==> src/rtl/alu_ctrl_pkg.sv <==
// Shared opcode, FSM state and helper definitions for the ALU round-robin scheduler.
package alu_ctrl_pkg;

    localparam int unsigned OP_CODE_W = 2;

    localparam logic [OP_CODE_W-1:0] OP_ADD = 2'b00;
    localparam logic [OP_CODE_W-1:0] OP_SUB = 2'b01;
    localparam logic [OP_CODE_W-1:0] OP_AND = 2'b10;
    localparam logic [OP_CODE_W-1:0] OP_OR  = 2'b11;

    typedef enum logic [1:0] {
        S_IDLE = 2'd0,
        S_EXEC = 2'd1,
        S_RESP = 2'd2
    } state_t;

    // Only the arithmetic opcodes produce a meaningful carry from the ALU.
    function automatic logic op_has_carry(input logic [OP_CODE_W-1:0] op);
        return (op == OP_ADD) || (op == OP_SUB);
    endfunction

endpackage

==> src/rtl/rr_arbiter.sv <==
// Combinational round-robin arbiter: grants the first requester at or after ptr.
//   req       : per-requester request lines
//   ptr       : highest-priority index for this decision (must be < N_REQ)
//   gnt       : one-hot grant (all zero when nothing requests)
//   gnt_idx   : binary index of the granted requester
//   gnt_valid : high when some requester is granted
module rr_arbiter #(
    parameter  int unsigned N_REQ = 4,
    localparam int unsigned ID_W  = $clog2(N_REQ)
) (
    input  logic [N_REQ-1:0] req,
    input  logic [ID_W-1:0]  ptr,
    output logic [N_REQ-1:0] gnt,
    output logic [ID_W-1:0]  gnt_idx,
    output logic             gnt_valid
);

    // Modular add for index rotation; N_REQ need not be a power of two.
    function automatic int unsigned wrap_add(input int unsigned base, input int unsigned off);
        int unsigned sum;
        sum = base + off;
        return (sum >= N_REQ) ? (sum - N_REQ) : sum;
    endfunction

    // Scan priority order ptr, ptr+1, ... and keep the first hit.
    always_comb begin
        gnt       = '0;
        gnt_idx   = '0;
        gnt_valid = 1'b0;
        for (int unsigned k = 0; k < N_REQ; k++) begin
            for (int unsigned j = 0; j < N_REQ; j++) begin
                if (!gnt_valid && req[j] && (j == wrap_add(32'(ptr), k))) begin
                    gnt[j]    = 1'b1;
                    gnt_idx   = ID_W'(j);
                    gnt_valid = 1'b1;
                end
            end
        end
    end

endmodule

==> src/rtl/alu_rr_scheduler.sv <==
// Shares one external ALU among N_REQ requesters with round-robin arbitration.
//   clk, rst_n        : clock, asynchronous active-low reset
//   req_valid/ready   : per-requester handshake; req_ready is a one-hot accept pulse
//   req_a/b/op        : packed per-requester operands and opcode (slice i = requester i)
//   alu_a/b/op        : registered operands driven to the ALU
//   alu_result/carry/zero : combinational ALU outputs
//   rsp_valid/ready   : response handshake
//   rsp_id/result/carry/zero : captured response tagged with the owning requester
//   busy              : high whenever the FSM is not idle
module alu_rr_scheduler
    import alu_ctrl_pkg::*;
#(
    parameter  int unsigned N_REQ  = 4,
    parameter  int unsigned DATA_W = 4,
    parameter  int unsigned OP_W   = 2,
    localparam int unsigned ID_W   = $clog2(N_REQ)
) (
    input  logic                    clk,
    input  logic                    rst_n,
    input  logic [N_REQ-1:0]        req_valid,
    output logic [N_REQ-1:0]        req_ready,
    input  logic [N_REQ*DATA_W-1:0] req_a,
    input  logic [N_REQ*DATA_W-1:0] req_b,
    input  logic [N_REQ*OP_W-1:0]   req_op,
    output logic [DATA_W-1:0]       alu_a,
    output logic [DATA_W-1:0]       alu_b,
    output logic [OP_W-1:0]         alu_op,
    input  logic [DATA_W-1:0]       alu_result,
    input  logic                    alu_carry,
    input  logic                    alu_zero,
    output logic                    rsp_valid,
    input  logic                    rsp_ready,
    output logic [ID_W-1:0]         rsp_id,
    output logic [DATA_W-1:0]       rsp_result,
    output logic                    rsp_carry,
    output logic                    rsp_zero,
    output logic                    busy
);

    state_t              state_q;
    state_t              state_d;
    logic [ID_W-1:0]     ptr_q;
    logic [ID_W-1:0]     ptr_next;
    logic [N_REQ-1:0]    arb_gnt;
    logic [ID_W-1:0]     arb_idx;
    logic                arb_valid;
    logic [DATA_W-1:0]   sel_a;
    logic [DATA_W-1:0]   sel_b;
    logic [OP_W-1:0]     sel_op;
    logic                rsp_fire;

    rr_arbiter #(
        .N_REQ (N_REQ)
    ) u_arb (
        .req       (req_valid),
        .ptr       (ptr_q),
        .gnt       (arb_gnt),
        .gnt_idx   (arb_idx),
        .gnt_valid (arb_valid)
    );

    assign rsp_fire = rsp_valid && rsp_ready;

    // Priority moves to the requester after the one just served.
    assign ptr_next = (rsp_id == ID_W'(N_REQ - 1)) ? '0 : (rsp_id + ID_W'(1));

    // One-hot operand mux driven by the arbiter grant.
    always_comb begin
        sel_a  = '0;
        sel_b  = '0;
        sel_op = '0;
        for (int unsigned i = 0; i < N_REQ; i++) begin
            if (arb_gnt[i]) begin
                sel_a  = req_a[i*DATA_W +: DATA_W];
                sel_b  = req_b[i*DATA_W +: DATA_W];
                sel_op = req_op[i*OP_W +: OP_W];
            end
        end
    end

    // FSM state register.
    always_ff @(posedge clk or negedge rst_n) begin
        if (!rst_n) begin
            state_q <= S_IDLE;
        end else begin
            state_q <= state_d;
        end
    end

    // FSM next-state logic.
    always_comb begin
        state_d = state_q;
        case (state_q)
            S_IDLE:  if (arb_valid) state_d = S_EXEC;
            S_EXEC:  state_d = S_RESP;
            S_RESP:  if (rsp_fire) state_d = S_IDLE;
            default: state_d = S_IDLE;
        endcase
    end

    // FSM outputs: accept pulse only while idle, busy otherwise.
    always_comb begin
        req_ready = '0;
        busy      = 1'b0;
        if (state_q == S_IDLE) begin
            req_ready = arb_gnt;
        end else begin
            busy = 1'b1;
        end
    end

    // Operand, response and pointer registers; alu_* only load on a grant.
    always_ff @(posedge clk or negedge rst_n) begin
        if (!rst_n) begin
            alu_a      <= '0;
            alu_b      <= '0;
            alu_op     <= '0;
            rsp_id     <= '0;
            rsp_result <= '0;
            rsp_carry  <= 1'b0;
            rsp_zero   <= 1'b0;
            rsp_valid  <= 1'b0;
            ptr_q      <= '0;
        end else begin
            case (state_q)
                S_IDLE: begin
                    if (arb_valid) begin
                        alu_a  <= sel_a;
                        alu_b  <= sel_b;
                        alu_op <= sel_op;
                        rsp_id <= arb_idx;
                    end
                end
                S_EXEC: begin
                    rsp_result <= alu_result;
                    rsp_zero   <= alu_zero;
                    // Carry is undefined from the ALU for logic ops.
                    rsp_carry  <= op_has_carry(OP_CODE_W'(alu_op)) ? alu_carry : 1'b0;
                    rsp_valid  <= 1'b1;
                end
                S_RESP: begin
                    if (rsp_fire) begin
                        rsp_valid <= 1'b0;
                        ptr_q     <= ptr_next;
                    end
                end
                default: ;
            endcase
        end
    end

endmodule
==> config.mk <==
export PLATFORM = sky130hd
export DESIGN_NAME = alu_rr_scheduler
export DESIGN_NICKNAME = d
export VERILOG_FILES = /design/src/rtl/alu_ctrl_pkg.sv /design/src/rtl/rr_arbiter.sv /design/src/rtl/alu_rr_scheduler.sv
export SDC_FILE = /design/constraint.sdc
export NUM_CORES = 1
export LEC_CHECK = 0
export ABC_AREA = 1
export CELL_PAD_IN_SITES_DETAIL_PLACEMENT = 1
export CELL_PAD_IN_SITES_GLOBAL_PLACEMENT = 1
export CORE_UTILIZATION = 38
export CTS_CLUSTER_SIZE = 8
export DETAILED_ROUTE_END_ITERATION = 8
export DONT_BUFFER_PORTS = 1
export PLACE_DENSITY = 0.78
export RECOVER_POWER = 50
export SETUP_SLACK_MARGIN = 0.02
export SYNTH_ARGS = -nofsm -noshare
export SYNTH_HDL_FRONTEND = slang
export SYNTH_HIERARCHICAL = 1
export SYNTH_SLANG_ARGS = --single-unit
==> constraint.sdc <==
create_clock -name clk -period 2.05 [get_ports clk]
set_input_delay 0.41 -clock clk [delete_from_list [all_inputs] [get_ports clk]]
set_output_delay 0.41 -clock clk [all_outputs]
set_load 0.01 [all_outputs]
-- After elaboration in Yosys (flattened, before gate mapping)
Cells that the tools add are included.
Widths: inputs -> output; s select.
- register bits: 23
- input bits: 53
- output and inout bits: 24
- word-level logic and storage cells: 170
- add/sub/neg operators: 8
- magnitude comparators: 4
- equal/unequal tests: 18
- multiplexer cells: 71
- reductions and logical operators: 59
- operators by type and width (kind ; count):
    $eq 2x32->1 const A ; 8
    $eq 1x32->1 const A ; 4
    $logic_not 32->1 ; 4
    $mux 32 ; 4
    $ge 32x3->1 const B ; 3
    $sub 32x3->32 const B ; 3
    $mux 2 ; 21
    $mux 4 ; 9
    $mux 1 ; 35
    $logic_and 1x1->1 ; 32
    $logic_not 1->1 ; 15
    $reduce_and 2->1 ; 4
    $add 2x2->3 const B ; 2
    $pmux 2 s3 ; 1
    $eq 2x1->1 const B ; 2
    $eq 2x2->1 const B ; 2
    $logic_not 2->1 ; 2
    $ne 2x2->1 const B ; 2
    $sub 2x3->4 const B ; 1
    $add 2x1->3 const B ; 1
    $ge 2x3->1 const B ; 1
    $add 2x1->2 const B ; 1
    $pmux 1 s2 ; 1
    $reduce_bool 2->1 ; 1
    $logic_or 1x1->1 ; 1

-- Longest topological paths before layout
- depth after elaboration: 67
- depth in mapped cells: 17
- gate-level depth less buffers: 16

-- By module
Netlist, hierarchy kept.
- modules (own cells, without submodules) (module ; instances ; cells each ; area each (µm²) ; sequential area each (µm²)):
    alu_rr_scheduler ; 1 ; 194 ; 1312.5 ; 575.6
    rr_arbiter ; 1 ; 69 ; 370.4 ; 0.0

-- Least setup slack after synthesis
Ideal clock, no wire load.
- kind: reg2out
- start point: reg ptr_q[1]
- end point: out req_ready[3]
- arrival: 1.886 ns
- data required time: 1.640 ns
- path slack: -0.246 ns
- stages on the path, launching flop included: 14
- buffers on the path: 1
- cell sequence: dfrtp_1 nor2_1 nand2_2 nand3_2 nor2_4 nand4_4 nor2_4 nand4_4 nor3_4 nand4_1 nand2_1 inv_1 buf_2 nor2_1
- cells in the longest elaborated chain, start to end: 66
- elaborated cells between the ends (all ways): 97
- classes of those cells: 7 x add/sub; 4 x order compare; 12 x eq/ne; 24 x mux; 50 x reduce/logical
- RTL lines (what ; line ; text):
    start, declared ; alu_rr_scheduler.sv:42 ; logic [ID_W-1:0] ptr_q;
    start signal, assigned ; alu_rr_scheduler.sv:144 ; ptr_q <= ptr_next;
    $sub 2x3->4 / $ge 2x3->1 (equally long branches) ; rr_arbiter.sv:22 ; return (sum >= N_REQ) ? (sum - N_REQ) : sum;
    $mux 32 ; rr_arbiter.sv:22 ;
    $logic_not 32->1 ; rr_arbiter.sv:32 ; if (!gnt_valid && req[j] && (j == wrap_add(32'(ptr), k))) begin
    $logic_and 1x1->1 ; rr_arbiter.sv:32 ;
    $mux 1 ; rr_arbiter.sv:32 ;
    $logic_not 1->1 ; rr_arbiter.sv:32 ;
    $logic_and 1x1->1 (2 in series) ; rr_arbiter.sv:32 ;
    $mux 1 ; rr_arbiter.sv:32 ;
    [48 not listed] ; n/a ;
    $logic_not 1->1 ; rr_arbiter.sv:32 ;
    $logic_and 1x1->1 (2 in series) ; rr_arbiter.sv:32 ;
    $mux 1 ; rr_arbiter.sv:32 ;
    $logic_not 1->1 ; rr_arbiter.sv:32 ;
    $logic_and 1x1->1 (2 in series) ; rr_arbiter.sv:32 ;
    $mux 1 (*) ; rr_arbiter.sv:32 ;
    net arb_gnt[3] ; alu_rr_scheduler.sv:44 ; logic [N_REQ-1:0] arb_gnt;
    $mux 4 (*) ; alu_rr_scheduler.sv:105 ; if (state_q == S_IDLE) begin
    end, declared ; alu_rr_scheduler.sv:21 ; output logic [N_REQ-1:0] req_ready,
The timed path passes the listed nets; every way through them passes the cells marked *.

-- Worst setup path after layout
- start point: reg ptr_q[0]
- end point: out req_ready[2]
- cells in the longest elaborated chain, start to end: 62
- elaborated cells between the ends (all ways): 92
- classes of those cells: 7 x add/sub; 4 x order compare; 11 x eq/ne; 23 x mux; 47 x reduce/logical
- RTL lines (what ; line):
    $sub 2x3->4 / $ge 2x3->1 (equally long branches) ; rr_arbiter.sv:22
    $mux 32 ; rr_arbiter.sv:22
    $logic_not 32->1 ; rr_arbiter.sv:32
    $logic_and 1x1->1 ; rr_arbiter.sv:32
    $mux 1 ; rr_arbiter.sv:32
    $logic_not 1->1 ; rr_arbiter.sv:32
    $logic_and 1x1->1 (2 in series) ; rr_arbiter.sv:32
    $mux 1 ; rr_arbiter.sv:32
    [44 not listed] ; n/a
    $logic_not 1->1 ; rr_arbiter.sv:32
    $logic_and 1x1->1 (2 in series) ; rr_arbiter.sv:32
    $mux 1 ; rr_arbiter.sv:32
    $logic_not 1->1 ; rr_arbiter.sv:32
    $logic_and 1x1->1 (2 in series) ; rr_arbiter.sv:32
    $mux 1 (*) ; rr_arbiter.sv:32
    net arb_gnt[2] ; alu_rr_scheduler.sv:44
    $mux 4 (*) ; alu_rr_scheduler.sv:105
Marked as above.

==> results.py <==
metrics = {
    "min_path": {
        "hold_path_class": "primary input to register",
        "min_from": "alu_result[0]",
    },
    "synthesis": {
        "ys_seq_elements": 23,
        "avgSynthCellArea_um2": 6.399,
        "synth_area_leaders": "dfrtp_1 (34%), nand2_1 (26%), nor2_1 (5.8%)",
        "synthTopCellsByCount": "nand2_1 (118), nor2_1 (26), dfrtp_1 (23)",
        "synth-async-reset-ratio_pct": 100.0,
        "netlist_area_um2": 1683,
        "yosysSeqAreaShare_pct": 34.20,
        "yosysWarnings": 6,
        "synth_area_leader_cell": "dfrtp_1",
        "yosysUniqueCellTypes": 25,
        "synthCells": 263,
        "synth_nets": 317,
        "synth_most_common_cell": "nand2_1",
        "yosys_most_used_dff": "dfrtp_1",
        "synth_top_area_share_pct": 34.20,
        "synth_edf_count": 0,
    },
    "routing": {
        "routed-wl-met2_um": 3588,
        "drt_iter0_drc": 49,
        "drc": 0,
        "wl_met1_um": 2432,
        "wl_per_cell_um": 17.88,
        "drt_pass1_iterations": 4,
        "vias": 1944,
        "vias_per_cell": 5.341,
        "wl_um": 6508,
        "drtAntennaViolNets": 0,
        "wl_met3_um": 393,
        "highest_layer": "met4",
    },
    "final_layout": {
        "nNetsFinal": 369,
        "post-route-cell-area_um2": 2606,
        "n_fill_cell": 509,
        "drive_gt1_share_pct": 45.54,
        "layoutNonFillerInstCount": 364,
        "syn2layout_area_growth_pct": 54.87,
        "antennaDiodeCount": 0,
    },
    "status": {
        "status": "finished, violations left",
        "violations": "setup timing",
    },
    "setup_path": {
        "max_stage_delay_ps": 480,
        "endpoint": "req_ready[2]",
        "r2r_cells": 17,
        "r2r_start": "ptr_q[0]",
        "worstPathRequired_ps": 1640,
        "cp_cell_sequence": "inv_2 > nand3_4 > nand3_4 > nor2_4 > nand4_4 > buf_6 > nor3_4 > nand4_1 > nand4_1 > inv_2 > nor2_4",
        "cp_slowest_cell": "dfrtp_2",
        "crit_type": "register to primary output",
        "arrival_ps": 2140,
        "critPathLaunchType": "register",
        "cp-startpoint": "ptr_q[0]",
        "cp_max_fo": 6,
        "worstSetupEndpointType": "primary output",
        "r2r_slack_ps": -300,
        "worstReg2RegEnd": "alu_b[1]",
    },
    "placement": {
        "hpwl_um": 3939,
        "dpl-instance-area_um2": 1963,
        "port_buffers": 0,
        "dp_cells": 330,
        "gp_congestion": 0.8356,
        "place_ws_ps": -291.7,
    },
    "clocking": {
        "clk_latency_ps": 260,
        "tritoncts": "built",
        "numCtsBuffers": 3,
        "path_clk_slew_ps": 80,
        "clock-root-buffer": "clkbuf_8",
        "cts_max_path_buffers": 2,
        "htreeDepth": 1,
        "cts_num_sinks": 23,
    },
    "floorplan": {
        "die_h_um": 68.55,
        "ioPinCount": 77,
        "initial_core_util_pct": 40.89,
        "coreArea_um2": 4115,
        "die-width_um": 68.55,
        "dieArea_um2": 4698,
        "rows": 23,
    },
    "pwr": {
        "p_per_area_nw_per_um2": 1880,
        "ir_drop_mv": 0.7150,
        "p_leak_nw": 1.318,
    },
    "timing": {
        "slew_headroom_pct": 29.45,
        "layout_min_cycle_time_ps": 2554,
        "grt_setup_unrepaired": "yes",
        "finalCritPeriodShare_pct": 124.6,
        "skew_ps": 1.835,
        "finalSetupViolCount": 17,
        "drv_slew": 0,
        "finalHoldViolations": 0,
        "fin_tns_setup_ps": -4816,
        "fmax_ghz": 0.3915,
        "worst_slew_pin_slew_ps": 1055,
        "setup_slack_ps": -504.1,
    },
    "global_routing": {
        "grt_remaining_overflow": 0,
        "grt_antenna_before_repair": 0,
        "grtUsageTotal_pct": 27.96,
        "grt_pass1_vias": 2148,
        "grt_pass1_wl_um": 9528,
        "grt_max_degree": 24,
    },
    "run": {
        "drv_cap": 0,
    },
}
## routing by layer
| layer | global-route usage [%] | up-vias |
|---|---|---|
| met3 | 7.730 | 10 |
| met4 | 11.20 | 0 |
| li1 | - | 927 |
| met5 | 0 | - |
| met2 | 55.15 | 66 |
| met1 | 26.72 | 941 |
## metrics by stage
stage | total power [mW] | hold WS (ps) | util (%)
final | 4.898 | 259.5 | 63.33
after global routing | 5.260 | 256.4 | 63.33
after CTS | 4.272 | 254.5 | 57.80
after detailed placement | 3.307 | 114.9 | 47.70
after global placement | 3.235 | 114.8 | 47.70
after floorplan | 2.641 | 114.4 | -
## layout make-up
cell class              count  area, µm²  area share [%]
multi-input cells         209       1252           48.06
inverters                  22      92.59           3.553
repair buffers             56      575.6           22.08
flip-flops and latches     23      578.1           22.18
well taps                  50      62.56           2.400
clock buffers               4      45.04           1.728
## critical path, delay by kind of cell (launching register included)
family	cells	cell delay [ps]
buffers and inverters	3	300
flip-flops	1	480
AND/OR/NAND/NOR	8	1100
## what timing repair did
action | in CTS | in global routing
hold buffers | 1 | 0
cloned | 3 | 1
pin swaps | 21 | 35
resized for setup | 38 | 47
buffers inserted | 27 | 14
setup endpoints to repair | 17 | 17
endpoints found under the hold margin | 23 | 0
## logic make-up after synthesis
logic type,after synthesis,share of synthesized area (%)
AND/OR/NAND/NOR,194,53.01
AO/OA/AOI/OAI,14,4.163
adder cells (fa/ha/maj),1,0.7434
buffers and inverters,31,7.881
flip-flops,23,34.20
## cells in the final DEF, fill, tap and decap left out, drive strengths merged
cell type / n
a21oi: 10
or2: 1
nand2: 120
nand4: 9
dlygate4sd3: 1
nand3: 17
nor3: 6
ha: 1
inv: 22
buf: 54
dfrtp: 23
nor2: 40
clkbuf: 5
nand3b: 1
o21ai: 4
## worst min path at each step
stage | endpoint | slack, ps | cells after the start
after floorplan | alu_a[0] | 110 | 0
after detailed placement | alu_a[1] | 110 | 0
final | rsp_result[0] | 260 | 2
after global routing | rsp_result[2] | 260 | 2
after global placement | alu_a[1] | 110 | 0
after CTS | rsp_result[2] | 250 | 2
## flip-flops by register name (all words and copies together) (netlist names)
register and flops:
rsp_carry 1, alu_op 2, alu_a 4, rsp_result 4, rsp_zero 1, rsp_valid 1
rsp_id 2, alu_b 4, ptr_q 2, state_q 2
## report_power, final
part / internal (mW) / switching (mW)
logic: 1.66 / 1.98
registers: 0.676 / 0.295
clock network: 0.139 / 0.142
No activity file was read; power rests on OpenSTA's default activity.
